File: config.mk
export PLATFORM = sky130hd
export DESIGN_NAME = muldiv_unit
export DESIGN_NICKNAME = d
export VERILOG_FILES = /design/src/rtl/cpu_types_pkg.sv /design/src/rtl/muldiv_unit.sv
export SDC_FILE = /design/constraint.sdc
export NUM_CORES = 1
export LEC_CHECK = 0
export BUFFER_PORTS_ARGS = -buffer_cell sky130_fd_sc_hd__buf_2
export CAP_MARGIN = 20
export CELL_PAD_IN_SITES_DETAIL_PLACEMENT = 1
export CELL_PAD_IN_SITES_GLOBAL_PLACEMENT = 1
export CORE_MARGIN = 1
export CORE_UTILIZATION = 50
export CTS_CLUSTER_SIZE = 16
export DETAILED_ROUTE_END_ITERATION = 12
export PLACE_DENSITY_LB_ADDON = 0.1
export SLEW_MARGIN = 20
export SYNTH_ARGS = -nofsm -noshare
export SYNTH_HDL_FRONTEND = slang
export SYNTH_SLANG_ARGS = --single-unit
export TNS_END_PERCENT = 30
File: constraint.sdc
create_clock -name CLK -period 6.8 [get_ports CLK]
set_input_delay 0.68 -clock CLK [delete_from_list [all_inputs] [get_ports CLK]]
set_output_delay 0.68 -clock CLK [all_outputs]
set_load 0.05 [all_outputs]
File: src/rtl/cpu_types_pkg.sv
// Shared execute-stage types: multiply/divide opcodes and sequencer states.
package cpu_types_pkg;

    typedef enum logic [1:0] {
        MULT  = 2'd0,
        MULTU = 2'd1,
        DIV   = 2'd2,
        DIVU  = 2'd3
    } muldiv_op_t;

    typedef enum logic [1:0] {
        IDLE = 2'd0,
        CALC = 2'd1,
        FIX  = 2'd2,
        DONE = 2'd3
    } muldiv_state_t;

endpackage

File: src/rtl/muldiv_unit.sv
// Iterative radix-2 multiply / restoring divide unit with HI/LO result registers.
module muldiv_unit
    import cpu_types_pkg::*;
#(
    parameter int unsigned WIDTH = 32
) (
    input  logic             CLK,
    input  logic             nRST,
    input  logic             start,
    input  muldiv_op_t       op,
    input  logic [WIDTH-1:0] portA,
    input  logic [WIDTH-1:0] portB,
    input  logic             flush,
    output logic             busy,
    output logic             done,
    output logic [WIDTH-1:0] hi,
    output logic [WIDTH-1:0] lo,
    output logic             div_by_zero
);

    localparam int unsigned CW = $clog2(WIDTH);
    localparam int unsigned PW = 2 * WIDTH;

    muldiv_state_t     state_q, state_d;
    muldiv_op_t        op_q, op_d;
    logic              a_neg_q, a_neg_d;
    logic              b_neg_q, b_neg_d;
    logic [WIDTH-1:0]  a_q, a_d;
    logic [WIDTH-1:0]  b_q, b_d;
    logic [CW-1:0]     cnt_q, cnt_d;
    logic [PW-1:0]     acc_q, acc_d;
    logic [WIDTH:0]    rem_q, rem_d;
    logic [WIDTH-1:0]  hi_q, hi_d;
    logic [WIDTH-1:0]  lo_q, lo_d;
    logic              dbz_q, dbz_d;
    logic              busy_q, busy_d;
    logic              done_q, done_d;

    // Two's-complement negate at double width; low half doubles as a single-width negate.
    function automatic logic [PW-1:0] negate(input logic [PW-1:0] x);
        return ~x + PW'(1);
    endfunction

    logic             signed_op;
    logic             in_a_neg, in_b_neg;
    logic [WIDTH-1:0] in_a, in_b;
    logic             is_div_q;
    logic [WIDTH:0]   mul_sum;
    logic [WIDTH+1:0] rem_sh;
    logic [WIDTH+1:0] trial;
    logic [PW-1:0]    prod;
    logic [WIDTH-1:0] quo;
    logic [WIDTH-1:0] rmd;

    // Next-state, datapath step and registered-output values.
    always_comb begin
        state_d   = state_q;
        op_d      = op_q;
        a_neg_d   = a_neg_q;
        b_neg_d   = b_neg_q;
        a_d       = a_q;
        b_d       = b_q;
        cnt_d     = cnt_q;
        acc_d     = acc_q;
        rem_d     = rem_q;
        hi_d      = hi_q;
        lo_d      = lo_q;
        dbz_d     = dbz_q;
        busy_d    = 1'b0;
        done_d    = 1'b0;
        signed_op = (op == MULT) || (op == DIV);
        in_a_neg  = signed_op & portA[WIDTH-1];
        in_b_neg  = signed_op & portB[WIDTH-1];
        in_a      = in_a_neg ? WIDTH'(negate(PW'(portA))) : portA;
        in_b      = in_b_neg ? WIDTH'(negate(PW'(portB))) : portB;
        is_div_q  = (op_q == DIV) || (op_q == DIVU);
        mul_sum   = '0;
        rem_sh    = '0;
        trial     = '0;
        prod      = '0;
        quo       = '0;
        rmd       = '0;

        case (state_q)
            IDLE, DONE: begin
                state_d = IDLE;
                if (start && !flush) begin
                    state_d = CALC;
                    op_d    = op;
                    a_neg_d = in_a_neg;
                    b_neg_d = in_b_neg;
                    a_d     = in_a;
                    b_d     = in_b;
                    cnt_d   = CW'(WIDTH - 1);
                    rem_d   = '0;
                    dbz_d   = 1'b0;
                    // Low half holds the multiplier, or the dividend being shifted out.
                    acc_d   = (op == DIV || op == DIVU) ? {WIDTH'(0), in_a} : {WIDTH'(0), in_b};
                end
            end
            CALC: begin
                if (flush) begin
                    state_d = IDLE;
                end else begin
                    if (is_div_q) begin
                        rem_sh = {rem_q, acc_q[WIDTH-1]};
                        trial  = rem_sh - {2'b00, b_q};
                        rem_d  = trial[WIDTH+1] ? rem_sh[WIDTH:0] : trial[WIDTH:0];
                        acc_d[WIDTH-1:0] = {acc_q[WIDTH-2:0], ~trial[WIDTH+1]};
                    end else begin
                        mul_sum = {1'b0, acc_q[PW-1:WIDTH]} + (acc_q[0] ? {1'b0, a_q} : '0);
                        acc_d   = {mul_sum, acc_q[WIDTH-1:1]};
                    end
                    if (cnt_q == '0) begin
                        state_d = FIX;
                    end else begin
                        cnt_d = cnt_q - CW'(1);
                    end
                end
            end
            FIX: begin
                if (flush) begin
                    state_d = IDLE;
                end else begin
                    state_d = DONE;
                    if (is_div_q) begin
                        if (b_q == '0) begin
                            lo_d  = '1;
                            hi_d  = a_neg_q ? WIDTH'(negate(PW'(a_q))) : a_q;
                            dbz_d = 1'b1;
                        end else begin
                            quo  = acc_q[WIDTH-1:0];
                            rmd  = rem_q[WIDTH-1:0];
                            if (a_neg_q ^ b_neg_q) quo = WIDTH'(negate(PW'(quo)));
                            if (a_neg_q) rmd = WIDTH'(negate(PW'(rmd)));
                            lo_d = quo;
                            hi_d = rmd;
                        end
                    end else begin
                        prod = acc_q;
                        if (a_neg_q ^ b_neg_q) prod = negate(prod);
                        hi_d = prod[PW-1:WIDTH];
                        lo_d = prod[WIDTH-1:0];
                    end
                end
            end
            default: state_d = IDLE;
        endcase

        busy_d = (state_d == CALC) || (state_d == FIX);
        done_d = (state_d == DONE);
    end

    // State and datapath registers.
    always_ff @(posedge CLK or negedge nRST) begin
        if (!nRST) begin
            state_q <= IDLE;
            op_q    <= MULT;
            a_neg_q <= 1'b0;
            b_neg_q <= 1'b0;
            a_q     <= '0;
            b_q     <= '0;
            cnt_q   <= '0;
            acc_q   <= '0;
            rem_q   <= '0;
            hi_q    <= '0;
            lo_q    <= '0;
            dbz_q   <= 1'b0;
            busy_q  <= 1'b0;
            done_q  <= 1'b0;
        end else begin
            state_q <= state_d;
            op_q    <= op_d;
            a_neg_q <= a_neg_d;
            b_neg_q <= b_neg_d;
            a_q     <= a_d;
            b_q     <= b_d;
            cnt_q   <= cnt_d;
            acc_q   <= acc_d;
            rem_q   <= rem_d;
            hi_q    <= hi_d;
            lo_q    <= lo_d;
            dbz_q   <= dbz_d;
            busy_q  <= busy_d;
            done_q  <= done_d;
        end
    end

    assign busy        = busy_q;
    assign done        = done_q;
    assign hi          = hi_q;
    assign lo          = lo_q;
    assign div_by_zero = dbz_q;

endmodule

==> results.md <==
- Antenna violations before repair: 2
- Die height: around 190 um
- Final HPWL DP: approximately 50000 um
- Via density: about 6.3
- Mapped Cells: about 2.2k
- Root Driver: clkbuf_16
- NumNets Final: roughly 2.4k
- Setup Skew: approximately 0.013 ns
- Cell leakage power: approximately 0.0092 uW
- Minimum clock period: 3.76 ns
- FILL cells: ~4.4k
- Starting density of the core: ~51%
- Ports: roughly 140
- RSZ-0062 raised after global routing: false
- CP max stage delay: 0.61 ns
- DR vias: approximately 17k
- Crit path required time: between 7 and 8 ns
- Slew @ Worst Pin: around 1.2 ns
- DR WL/cell: about 23 um
- Final ANT Viol Nets: 0
- Port Buffers: ~140
- Highest clock rate: between 0.2 and 0.3 GHz
- Failing checks: design-rule violations
- Initial DRC count: between 1k and 1.5k
- Post-Route WL: between 60000 and 70000 um
- Synth Net Count: 2356
- Final setup fails: 0
- Post-CTS Setup Bufs: 0
- Clock Latency Late Sink: between 0.5 and 0.6 ns
- # resized after CTS: 0
- Clk buf depth: 3
- CP Data Arrival Time: around 4.2 ns
- Comb pwr share: between 30% and 40%
- CP Class: register to register
- Synthesized area: ~18000 um2
- Clk pwr share: a little over a quarter
- Xor and xnor fraction of the mapped netlist area: roughly 11%
- Fraction of registers with async set/reset: between 90% and 100%
- Ys Warns: 0
- Post-Synth Simple-Gate Area: around a fifth
- Mux share of post-synthesis cell area: 4.78%
- Slowest-stage cell, CP: nor3_1
- DRT Pass-1 Iters: 9
- Max_cap viols: 0
- Share of cells above drive strength 1: a little over a tenth
- H-tree depth: 1
- #FFs+latches synth: between 200 and 250
- GRT Total Usage: roughly a third
- Crit end category: register
- Die width: between 150 and 200 um
- Clk sinks: 238
- Largest net degree at the start of global routing: 125
- Post-layout util: roughly 56%
- Clock input transition at the sequential cells of the worst setup and hold paths: around 0.06 ns
- Most frequent CP cell: o21ai_0
- Slew Viols, Final: 0
- Pint: between 3000 and 4000 uW
- Mapped Avg Cell Area: approximately 8.2 um2
- Final Wtd Congestion: slightly above 0.9
- Vias in the first global route: ~18k
- Worst Path Max Fanout: 35
- Worst Hold Class: input pin to async pin
- Row cnt: 69
- Flop pwr share: between 30% and 40%
- CP Launch Type: register
- Synth Flop Type: dfrtp_1
- Core region area: between 30000 and 40000 um2
- Setup TNS: 0 ns
- CTS tree: yes
- Post-synth EDFFs: 0
- Total gr overflow: 0
- Area Overhead vs Synth: 10.6%
- Post-Synth Adder-Cell Area: 5.25%
- Seq/Total Area, Yosys: about 33%
- PwrDens: ~290 nW/um2
- Net Switching: 2440 uW
- Yosys cell types: 78
- First-pass GRT wire length: 100000 um
- Crit-path cells: buf_4 > nor3_1 > nand3b_1 > nor4_4 > nand2_1 > nor2_1 > a21oi_1 > xor2_1 > o21ai_0 > o21ai_0
- Hold_buf cts: 0
- Num CTS Buffers: 29
- Largest family of logic cells by synthesized area: compound AO/OA/AOI/OAI gates
- Total die area: about 37000 um2
- DRC viols: 8
- Post-synthesis compound-gate area fraction: between 20 and 25%
- Status: finished, violations left
- Max IR drop VDD: around 230 uV
- Final worst-path cycle share: 55.3%
- Final Hold Viols: 0
- Sw frac: between 40% and 50%
- Max transition margin: roughly 22%
[power groups by stage]
stage	logic, uW	registers [uW]	clock network (uW)
2_1_floorplan	1670	1800	0
3_3_place_gp	2180	1950	0
3_5_place_dp	2260	1960	0
4_1_cts	2290	1940	1640
5_1_grt	2520	1980	1680
6_report	2310	1950	1610
[critical path: cells and delay by family (launching register included)]
family	cells	cell delay (ns)
flops	1	0.36
buf+inv	1	0.22
xor+xnor	1	0.16
simple gates	5	2.46
compound gates	3	0.39
[layout make-up]
cell class / count / area [um2] / share of cell area, %
multi-input cells: 1770 / 11400 / 56.9
diodes: 1 / 2.50 / 0.0125
clock buffers: 40 / 807 / 4.02
inverters: 71 / 267 / 1.33
repair buffers: 154 / 858 / 4.28
clock inverters: 14 / 166 / 0.829
flip-flops and latches: 238 / 5960 / 29.7
well taps: 461 / 577 / 2.87
[layer usage]
layer | GRT usage [%] | part of all wire, % | wire (um) | up-vias
li1 | - | - | - | 8012
met1 | 46.7 | 44 | 28100 | 8559
met2 | 57.7 | 47 | 30100 | 520
met3 | 4.02 | 4.9 | 3170 | 143
met4 | 13.9 | 4.5 | 2870 | 0
met5 | 0 | 0 | 0 | -
[cell usage in the layout, fill, tap and decap left out, types with 39 or more instances in the layout]
cell type / n
a21oi_1: 133
buf_2: 135
dfrtp_1: 236
ha_1: 73
inv_1: 70
mux2i_1: 72
nand2_1: 319
nor2_1: 125
o211ai_1: 62
o21ai_0: 258
o31ai_1: 39
xnor2_1: 120
xor2_1: 110
[final timing paths]
kind / startpoint / endpoint / slack [ns] / cells past startpoint
worst max-delay path: acc_q[0]$_DFFE_PN0P_ / hi[11]$_DFFE_PN0P_ / 3.04 / 10
worst min-delay path: nRST / hi[10]$_DFFE_PN0P_ / 0.20 / 1
worst max register to register: acc_q[0]$_DFFE_PN0P_ / hi[11]$_DFFE_PN0P_ / 3.04 / 10
worst min register to register: hi[24]$_DFFE_PN0P_ / hi[24]$_DFFE_PN0P_ / 0.47 / 2
max in group asynchronous: nRST / a_neg_q$_DFFE_PN0P_ / 5.29 / 2
min in group CLK: flush / state_q[0]$_DFF_PN0_ / 0.40 / 2
[through the flow]
stage,total power (uW),cell area [um2],hold slack (ns),setup slack [ns],cells
after global placement,4130,19100,0.455,3.23,2693
after floorplan,3470,18100,0.384,3.70,2211
after CTS,5860,20000,0.216,3.14,2747
final,5860,20100,0.198,3.04,2749
after global routing,6170,20100,0.281,2.79,2749
after detailed placement,4220,19100,0.465,3.14,2693
[synth_stat cells (8+ instances only)]
library cell	instances	area [um2]
nand2_1	320	1200
o21ai_0	258	1290
dfrtp_1	238	5960
a21oi_1	133	666
nor2_1	127	477
xnor2_1	121	1060
clkbuf_1	114	428
xor2_1	111	972
ha_1	73	913
mux2i_1	72	721
inv_1	70	263
o211ai_1	62	465
o31ai_1	39	293
and2_1	38	238
nor3_1	38	190
nand3_1	26	130
a21o_1	25	188
a22o_1	24	210
or4_1	24	180
nor4_1	23	144
a31oi_1	21	131
o41ai_1	20	175
nand2b_1	19	119
or3_1	18	113
a211oi_1	15	113
nor2b_1	14	87.6
o21ai_1	13	65.1
and3_1	11	68.8
mux2_2	11	124
nand4_1	9	56.3
o21a_1	9	67.6
buf_1	8	30.0
or2_2	8	50.1
[sequential cells by signal, summed over array words and instances (netlist names)]
name,cells
op_q,1
lo,32
state_q,2
cnt_q,5
a_q,32
acc_q,64
rem_q,33
busy,1
hi,32
b_q,32
div_by_zero,1
done,1
a_neg_q,1
b_neg_q,1
[logic make-up (layout without fill, tap and decap cells)]
group / count (synthesis) / count (layout)
AND/OR/NAND/NOR: 712 / 712
AO/OA/AOI/OAI: 667 / 667
flip-flops: 238 / 238
XOR/XNOR: 232 / 232
buffers and inverters: 203 / 279
multiplexers: 84 / 84
adder cells (fa/ha/maj): 75 / 75
other: 0 / 1
Note: power is estimated with default switching activity, not from simulation.
